==> src/rtl/uart_rx_if.sv <==
// Serial-line side of the UART receiver: line and baud tick in, received word and status out.
// The master drives the line and the tick; the slave is the receiver.
interface uart_rx_if #(
  parameter int DATA_WIDTH = 8
);
  logic                  i_tick;
  logic                  i_rx;
  logic [DATA_WIDTH-1:0] o_data_byte;
  logic                  o_rx_done;
  logic                  o_parity_err;
  logic                  o_frame_err;

  modport master (
    output i_tick, i_rx,
    input  o_data_byte, o_rx_done, o_parity_err, o_frame_err
  );
  modport slave (
    input  i_tick, i_rx,
    output o_data_byte, o_rx_done, o_parity_err, o_frame_err
  );
endinterface

==> src/rtl/uart_rx.sv <==
// 16x-oversampling UART receiver: start, DATA_WIDTH bits LSB first, optional parity, STOP_WIDTH stops.
// Results are loaded in DONE and appear with a one-clock o_rx_done pulse.
module uart_rx #(
  parameter int DATA_WIDTH   = 8,
  parameter int STOP_WIDTH   = 1,
  parameter int PARITY_WIDTH = 1,
  parameter int PARITY_ODD   = 0
) (
  input  logic      i_clock,
  input  logic      i_reset,
  uart_rx_if.slave  rx_if
);
  localparam int IW = (DATA_WIDTH > 1) ? $clog2(DATA_WIDTH) : 1;

  typedef enum logic [2:0] {
    S_IDLE = 3'd0, S_START = 3'd1, S_DATA = 3'd2,
    S_PARITY = 3'd3, S_STOP = 3'd4, S_DONE = 3'd5
  } state_t;

  state_t                r_state, w_next;
  logic                  r_rx_meta, r_rx_s, r_armed;
  logic [3:0]            r_tick_cnt;
  logic [IW-1:0]         r_bit_idx;
  logic                  r_stop_idx;
  logic [DATA_WIDTH-1:0] r_shift, r_data;
  logic                  r_par_err, r_frame_err, r_par_out, r_frame_out, r_done;
  logic                  w_mid, w_end, w_last_bit, w_last_stop;
  logic                  w_smp_data, w_smp_par, w_smp_stop, w_load;

  assign w_mid       = rx_if.i_tick && (r_tick_cnt == 4'd7);
  assign w_end       = rx_if.i_tick && (r_tick_cnt == 4'd15);
  assign w_last_bit  = (r_bit_idx == IW'(DATA_WIDTH - 1));
  assign w_last_stop = (STOP_WIDTH == 1) || r_stop_idx;

  always_ff @(posedge i_clock or negedge i_reset) begin
    if (!i_reset) begin
      r_rx_meta <= 1'b1;
      r_rx_s    <= 1'b1;
    end else begin
      r_rx_meta <= rx_if.i_rx;
      r_rx_s    <= r_rx_meta;
    end
  end

  always_ff @(posedge i_clock or negedge i_reset) begin
    if (!i_reset) r_state <= S_IDLE;
    else          r_state <= w_next;
  end

  always_comb begin
    w_next = r_state;
    case (r_state)
      S_IDLE:   if (r_armed && !r_rx_s) w_next = S_START;
      S_START:  if (w_mid) w_next = r_rx_s ? S_IDLE : S_DATA;
      S_DATA:   if (w_end && w_last_bit) w_next = (PARITY_WIDTH != 0) ? S_PARITY : S_STOP;
      S_PARITY: if (w_end) w_next = S_STOP;
      S_STOP:   if (w_end && w_last_stop) w_next = S_DONE;
      S_DONE:   w_next = S_IDLE;
      default:  w_next = S_IDLE;
    endcase
  end

  always_comb begin
    w_smp_data = (r_state == S_DATA)   && w_end;
    w_smp_par  = (r_state == S_PARITY) && w_end;
    w_smp_stop = (r_state == S_STOP)   && w_end;
    w_load     = (r_state == S_DONE);
  end

  always_ff @(posedge i_clock or negedge i_reset) begin
    if (!i_reset) begin
      r_tick_cnt  <= '0;
      r_armed     <= 1'b1;
      r_bit_idx   <= '0;
      r_stop_idx  <= 1'b0;
      r_shift     <= '0;
      r_par_err   <= 1'b0;
      r_frame_err <= 1'b0;
      r_data      <= '0;
      r_par_out   <= 1'b0;
      r_frame_out <= 1'b0;
      r_done      <= 1'b0;
    end else begin
      r_done <= w_load;
      if (r_state != w_next || r_state == S_IDLE) r_tick_cnt <= '0;
      else if (rx_if.i_tick)                      r_tick_cnt <= r_tick_cnt + 4'd1;
      // A low stop bit disarms until the line is seen high again, so a held break yields one frame.
      if (w_load && r_frame_err) r_armed <= 1'b0;
      else if (r_rx_s)           r_armed <= 1'b1;
      if (r_state == S_IDLE) begin
        r_bit_idx   <= '0;
        r_stop_idx  <= 1'b0;
        r_par_err   <= 1'b0;
        r_frame_err <= 1'b0;
      end
      if (w_smp_data) begin
        r_shift[r_bit_idx] <= r_rx_s;
        r_bit_idx          <= r_bit_idx + 1'b1;
      end
      if (w_smp_par)
        r_par_err <= ((^r_shift) ^ r_rx_s) != (PARITY_ODD != 0);
      if (w_smp_stop) begin
        r_frame_err <= r_frame_err | ~r_rx_s;
        r_stop_idx  <= ~r_stop_idx;
      end
      if (w_load) begin
        r_data      <= r_shift;
        r_par_out   <= r_par_err;
        r_frame_out <= r_frame_err;
      end
    end
  end

  assign rx_if.o_data_byte  = r_data;
  assign rx_if.o_rx_done    = r_done;
  assign rx_if.o_parity_err = r_par_out;
  assign rx_if.o_frame_err  = r_frame_out;
endmodule

==> src/flat_wrapper.sv <==
// flat-port wrapper written by rule: the top's interface ports become plain ports
module uart_rx_flat 
#(
  parameter int DATA_WIDTH   = 8,
  parameter int STOP_WIDTH   = 1,
  parameter int PARITY_WIDTH = 1,
  parameter int PARITY_ODD   = 0
)
  (i_clock, i_reset, rx_if_i_tick, rx_if_i_rx, rx_if_o_data_byte, rx_if_o_rx_done, rx_if_o_parity_err, rx_if_o_frame_err);
  uart_rx_if #(.DATA_WIDTH(DATA_WIDTH)) rx_if_i ();
  input  logic i_clock;
  input  logic i_reset;
  input wire logic [$bits(rx_if_i.i_tick)-1:0] rx_if_i_tick;
  input wire logic [$bits(rx_if_i.i_rx)-1:0] rx_if_i_rx;
  output wire logic [$bits(rx_if_i.o_data_byte)-1:0] rx_if_o_data_byte;
  output wire logic [$bits(rx_if_i.o_rx_done)-1:0] rx_if_o_rx_done;
  output wire logic [$bits(rx_if_i.o_parity_err)-1:0] rx_if_o_parity_err;
  output wire logic [$bits(rx_if_i.o_frame_err)-1:0] rx_if_o_frame_err;
  assign rx_if_i.i_tick = rx_if_i_tick;
  assign rx_if_i.i_rx = rx_if_i_rx;
  assign rx_if_o_data_byte = rx_if_i.o_data_byte;
  assign rx_if_o_rx_done = rx_if_i.o_rx_done;
  assign rx_if_o_parity_err = rx_if_i.o_parity_err;
  assign rx_if_o_frame_err = rx_if_i.o_frame_err;
  uart_rx #(.DATA_WIDTH(DATA_WIDTH), .STOP_WIDTH(STOP_WIDTH), .PARITY_WIDTH(PARITY_WIDTH), .PARITY_ODD(PARITY_ODD)) u_core (.i_clock(i_clock), .i_reset(i_reset), .rx_if(rx_if_i));
endmodule
==> config.mk <==
export PLATFORM = sky130hd
export DESIGN_NAME = uart_rx_flat
export DESIGN_NICKNAME = d
export VERILOG_FILES = /design/src/rtl/uart_rx_if.sv /design/src/rtl/uart_rx.sv /design/src/flat_wrapper.sv
export SDC_FILE = /design/constraint.sdc
export NUM_CORES = 1
export LEC_CHECK = 0
export BUFFER_PORTS_ARGS = -buffer_cell sky130_fd_sc_hd__clkbuf_2
export CAP_MARGIN = 20
export CORE_MARGIN = 3
export CORE_UTILIZATION = 58
export CTS_CLUSTER_DIAMETER = 200
export DETAILED_ROUTE_END_ITERATION = 16
export PLACE_DENSITY = 0.79
export SKIP_CTS_REPAIR_TIMING = 1
export SYNTH_ARGS = -nofsm -noshare
export SYNTH_HDL_FRONTEND = slang
export SYNTH_SLANG_ARGS = --single-unit
==> constraint.sdc <==
create_clock -name i_clock -period 1.93 [get_ports i_clock]
set_input_delay 0.386 -clock i_clock [delete_from_list [all_inputs] [get_ports i_clock]]
set_output_delay 0.386 -clock i_clock [all_outputs]
set_load 0.03 [all_outputs]
==> flow_summary_export.csv, run 1 <==
group,metric,value,unit
synthesis,ys_warn_count,0,
global_routing,grt_pass1_vias,1212,
worst_setup_path,reg2reg_slack,130,ps
finish,num-nets-final,184,
detailed_routing,vias,1182,
sta,hold_viol,0,
min_path,min_path_type,"in2async",
die,rows,18,
sta,fmax,0.557,GHz
detailed_routing,wl_per_cell,14.8,µm
worst_setup_path,path_class,"reg2reg",
detailed_routing,drc_errors,0,
global_routing,antenna_found_initial,0,
synthesis,synthArstFlopShare,100,%
sta,maxSlewHeadroom,72.6,%
worst_setup_path,r2r_end,"u_core.r_shift[5]",
place,numPortBuffers,14,
cts,cts_buffer_depth,2,
power_and_ir_drop,cellPowerDensity,807,mW/mm²
sta,timing.setup.tns,0,ps
synthesis,synth-edff-count,0,
sta,rsz0062_at_grt,"false",
worst_setup_path,reg2reg_depth,5,
place,place.gp.congestion,0.868,
die,initial_core_util,64.3,%
power_and_ir_drop,ir_worst_vdd,0.730,mV
worst_setup_path,crit_path_max_fanout,5,
sta,tightest_slew,410,ps
global_routing,grt_first_pass_wirelength,5340,µm
global_routing,grt_max_degree,35,
synthesis,synth_seq_cells,34,
finish,final_core_util,70.7,%
worst_setup_path,slowest_delay,400,ps
run_status,status,"complete, no violations",
die,die-area,0.00361,mm²
sta,period_needed,1800,ps
die,core,0.00264,mm²
synthesis,synthCells,161,
synthesis,synth_ff_type,"dfrtp_1",
worst_setup_path,slowest_stage,"dfrtp_1",
cts,cts_tree,"yes",
detailed_routing,wl,3070,µm
place,hpwl,2190,µm
die,dieHeight,60.1,µm
finish,fillers,200,
cts,htree_num_levels,2,
cts,cts-root-buf,"clkbuf_4",
worst_setup_path,cp-end-kind,"register",
sta,slew_viol_final,0,
worst_setup_path,path_delay_family,"simple AND/OR/NAND/NOR gates",
synthesis,netlist_area,0.00170,mm²
worst_setup_path,worstPathRequired,2160,ps
die,ios,15,
worst_setup_path,critPathArrivalTime,2030,ps
finish,final_common_cell,"nand2_1",
synthesis,syn_area_per_cell,10.5,µm²
sta,finalCritPeriodShare,93.0,%
worst_setup_path,crit_path_cell_trace,"ha_2 > and4_4 > nand4_4 > nor3b_1 > mux2_2",
finish,area_growth,9.89,%
detailed_routing,post_drt_via_cell_ratio,5.68,
synthesis,yosysTopAreaCell,"dfrtp_1",
power_and_ir_drop,p_leak,0.000933,µW
synthesis,synthDistinctLibCells,42,
finish,drive_gt1_share,23.6,%
sta,skew,7.74,ps
global_routing,grt.overflow.total,0,
worst_setup_path,rr_startpoint,"u_core.r_tick_cnt[0]",
cts,path_clk_slew,110,ps
job,drv_cap,0,
synthesis,synth_top_cell_area_share,45.8,%
cts,clk_latency,340,ps
finish,antennaDiodeCount,0,
finish,mostFrequentLayoutCells,"36 x nand2_1, 31 x dfrtp_1, 14 x clkbuf_2, 9 x nor2_1, 7 x xnor2_1",
synthesis,yosys-top-cells-area,"dfrtp_1 46%, nand2_1 8.0%, dfstp_2 4.6%",
worst_setup_path,path_buf_inv,0,
sta,setup_viol,0,
global_routing,gr-usage-all-layers,20.3,%
synthesis,synth_seq_area_share,50.4,%
detailed_routing,drt-initial-drc-count,38,
cts,cts_num_sinks,34,
detailed_routing,ant_nets,0,
detailed_routing,first_pass_iters,5,
worst_setup_path,critPathLaunchType,"register",
synthesis,syn_nets,168,
die,chipWidth,60.1,µm
cts,numCtsBuffers,5,
Yosys cell counts (3+ instances only):
library cell	number
ha_1	3
xnor2_1	7
mux2_1	3
o21ai_0	3
a22o_1	5
dfstp_2	3
clkbuf_1	5
inv_1	3
a31oi_1	3
dfrtp_1	31
mux2_2	5
nand3b_1	4
buf_2	5
nand2_1	36
nor3_1	3
nor3b_1	3
nor2_1	9
state kept, by name, indices dropped and copies added (netlist names), 3 cells and up:
name,cells
u_core.r_bit_idx,3
u_core.r_shift,8
u_core.r_state,3
u_core.r_tick_cnt,4
u_core.rx_if.o_data_byte,8
routing by layer:
layer  vias up  wire length, µm  part of all wire, %  track usage (%)
met2        29             1490                   48             31.3
met4         0               23                 0.75             8.23
met3         4              145                  4.7             5.62
met5         -                0                    0                0
met1       561             1410                   46             26.8
li1        588                -                    -                -
cells by family (layout without fill, tap and decap cells):
family                   count (synthesis)  after routing  synth area share (%)
AND/OR/NAND/NOR                         67             67                  21.4
flip-flops                              34             34                  50.4
AO/OA/AOI/OAI                           24             24                  10.4
buffers and inverters                   14             31                  3.69
XOR/XNOR                                10             10                  5.98
multiplexers                             9              9                  5.90
adder cells (fa/ha/maj)                  3              3                  2.21
cell type report:
type                            instances  area (µm²)  area share [%]
Clock inverter                          2        12.5           0.672
Inverter                                3        11.3           0.604
Sequential cell                        34         855            45.9
Tap cell                               30        37.5            2.01
Multi-Input combinational cell        113         781            41.9
Timing Repair Buffer                   20         115            6.18
Clock buffer                            6        51.3            2.75
metrics by stage:
step / instances / cell area (µm²) / power (µW) / setup slack (ps) / hold WS (ps)
after floorplan: 161 / 1700 / 1010 / 226 / 90.4
after global placement: 200 / 1800 / 1070 / 164 / 349
after detailed placement: 200 / 1800 / 1090 / 105 / 354
after CTS: 208 / 1860 / 1500 / 89.0 / 73.8
after global routing: 208 / 1860 / 1590 / 11.7 / 72.6
final: 208 / 1860 / 1500 / 134 / 56.0
how the worst max path moves through the flow:
stage,from,endpoint,slack [ps],cells past startpoint
final,u_core.r_tick_cnt[0],u_core.r_shift[5],130,5
after global placement,u_core.r_tick_cnt[0],u_core.r_shift[1],160,5
after CTS,u_core.r_tick_cnt[0],u_core.r_shift[5],90,5
after global routing,u_core.r_tick_cnt[0],u_core.r_shift[5],10,5
after floorplan,u_core.r_tick_cnt[0],u_core.r_shift[5],230,5
after detailed placement,u_core.r_tick_cnt[0],u_core.r_shift[5],100,5
report_power, final:
group	internal (µW)	switching (µW)
Combinational	111	142
Clock	175	248
Sequential	758	67.7
Total	1040	458
(Power assumes the default switching activity.)
==> run 2: changes to the inputs <==
- MAX_ROUTING_LAYER: unset -> met4
==> run 2 against run 1 <==
Effect of this change:
- clock power about the same
- critical path depth unchanged
- clock-buffer cell count unchanged
- global-route usage up 0.73 points
- clock skew down 0.87 ps
- largest cell class unchanged
- largest power group unchanged
==> flow_summary_export.csv, run 2 (synthesis gave the netlist of run 1 again) <==
group,metric,value,unit
place,place.gp.congestion,0.882,
die,rows,18,
worst_setup_path,worstPathRequired,2160,ps
cts,cts-root-buf,"clkbuf_4",
global_routing,grt_first_pass_wirelength,5340,µm
detailed_routing,ant_nets,0,
cts,clk_latency,340,ps
sta,skew,6.87,ps
die,core,0.00264,mm²
sta,finalCritPeriodShare,92.8,%
sta,hold_viol,0,
power_and_ir_drop,p_leak,0.000933,µW
power_and_ir_drop,switchingPower,456,µW
worst_setup_path,critPathLaunchType,"register",
sta,timing.setup.tns,0,ps
finish,area_growth,9.89,%
power_and_ir_drop,switching_share,30.4,%
worst_setup_path,slowest_delay,400,ps
finish,antennaDiodeCount,0,
global_routing,antenna_found_initial,0,
place,hpwl,2190,µm
finish,mostFrequentLayoutCells,"36 x nand2_1, 31 x dfrtp_1, 14 x clkbuf_2, 9 x nor2_1, 7 x xnor2_1",
sta,period_needed,1790,ps
power_and_ir_drop,ir_worst_vdd,0.730,mV
detailed_routing,drc_errors,0,
detailed_routing,vias,1172,
worst_setup_path,path_buf_inv,0,
place,place_area,0.00180,mm²
min_path,min_path_type,"in2async",
die,ios,15,
sta,maxSlewHeadroom,72.8,%
power_and_ir_drop,power_frac_seq,55.0,%
die,chipWidth,60.1,µm
finish,num-nets-final,184,
sta,tightest_slew,409,ps
cts,numCtsBuffers,5,
worst_setup_path,slowest_stage,"dfrtp_1",
power_and_ir_drop,cellInternalPower,1040,µW
sta,setup_viol,0,
global_routing,grt_pass1_vias,1211,
worst_setup_path,crit_path_cell_trace,"ha_2 > and4_4 > nand4_4 > nor3b_1 > mux2_2",
global_routing,grt.overflow.total,0,
die,dieHeight,60.1,µm
sta,fmax,0.558,GHz
power_and_ir_drop,clockPowerShare,28.1,%
cts,htree_num_levels,2,
worst_setup_path,critPathArrivalTime,2020,ps
die,initial_core_util,64.3,%
job,drv_cap,0,
global_routing,gr-usage-all-layers,21.0,%
detailed_routing,wl,3040,µm
detailed_routing,post_drt_via_cell_ratio,5.63,
cts,cts_num_sinks,34,
worst_setup_path,cp-end-kind,"register",
finish,design_area,0.00186,mm²
power_and_ir_drop,cellPowerDensity,805,mW/mm²
power_and_ir_drop,combPwrFrac,16.9,%
detailed_routing,wl_per_cell,14.6,µm
worst_setup_path,rr_startpoint,"u_core.r_tick_cnt[0]",
cts,path_clk_slew,100,ps
worst_setup_path,path_delay_family,"simple AND/OR/NAND/NOR gates",
sta,whs,58.8,ps
sta,slew_viol_final,0,
sta,rsz0062_at_grt,"false",
die,die-area,0.00361,mm²
global_routing,grt_max_degree,35,
finish,final_common_cell,"nand2_1",
place,numPortBuffers,14,
worst_setup_path,path_class,"reg2reg",
worst_setup_path,crit_path_max_fanout,5,
finish,fillers,200,
finish,drive_gt1_share,23.6,%
power_and_ir_drop,power,1500,µW
cts,cts_tree,"yes",
detailed_routing,first_pass_iters,4,
run_status,status,"complete, no violations",
cts,cts_buffer_depth,2,
worst_setup_path,reg2reg_depth,5,
finish,seq_area,855,µm²
worst_setup_path,reg2reg_slack,140,ps
detailed_routing,drt-initial-drc-count,35,
worst_setup_path,r2r_end,"u_core.r_shift[5]",
finish,multi_input_area,781,µm²
[run 2: cell counts in the layout (fill, tap and decap cells not counted)]
No cell type changed its count.
[run 2: metrics by stage]
stage	utilization, %	cells	setup WS, ps
2_1_floorplan	-	161	226
3_3_place_gp	68.2	200	164
3_5_place_dp	68.2	200	105
4_1_cts	70.6	208	89.0
5_1_grt	70.7	208	11.7
6_report	70.7	208	138
[run 2: layer usage]
layer  up-vias  part of all wire (%)  global-route usage [%]
met5         -                     0                       -
met4         0                  0.69                    8.23
met3         3                   4.6                    6.26
met2        24                    48                    31.3
met1       557                    46                    26.8
li1        588                     -                       -
[run 2: final cells by class]
cell class,count,share of cell area (%)
clock buffer,6,2.75
clock inverter,2,0.672
inverter,3,0.604
multi-input combinational,113,41.9
sequential,34,45.9
tap,30,2.01
timing repair buffer,20,6.18
[run 2: worst max-delay path by stage]
stage                   endpoint  depth (start not counted)            startpoint
2_1_floorplan  u_core.r_shift[5]                          5  u_core.r_tick_cnt[0]
3_3_place_gp   u_core.r_shift[1]                          5  u_core.r_tick_cnt[0]
3_5_place_dp   u_core.r_shift[5]                          5  u_core.r_tick_cnt[0]
4_1_cts        u_core.r_shift[5]                          5  u_core.r_tick_cnt[0]
5_1_grt        u_core.r_shift[5]                          5  u_core.r_tick_cnt[0]
6_report       u_core.r_shift[5]                          5  u_core.r_tick_cnt[0]
[run 2: power by group through the flow]
stage	Clock, µW	Sequential [µW]	Combinational (µW)
finish	422	826	253
global route	469	835	289
CTS	429	824	252
detailed placement	0	837	252
global placement	0	833	238
floorplan	0	808	205
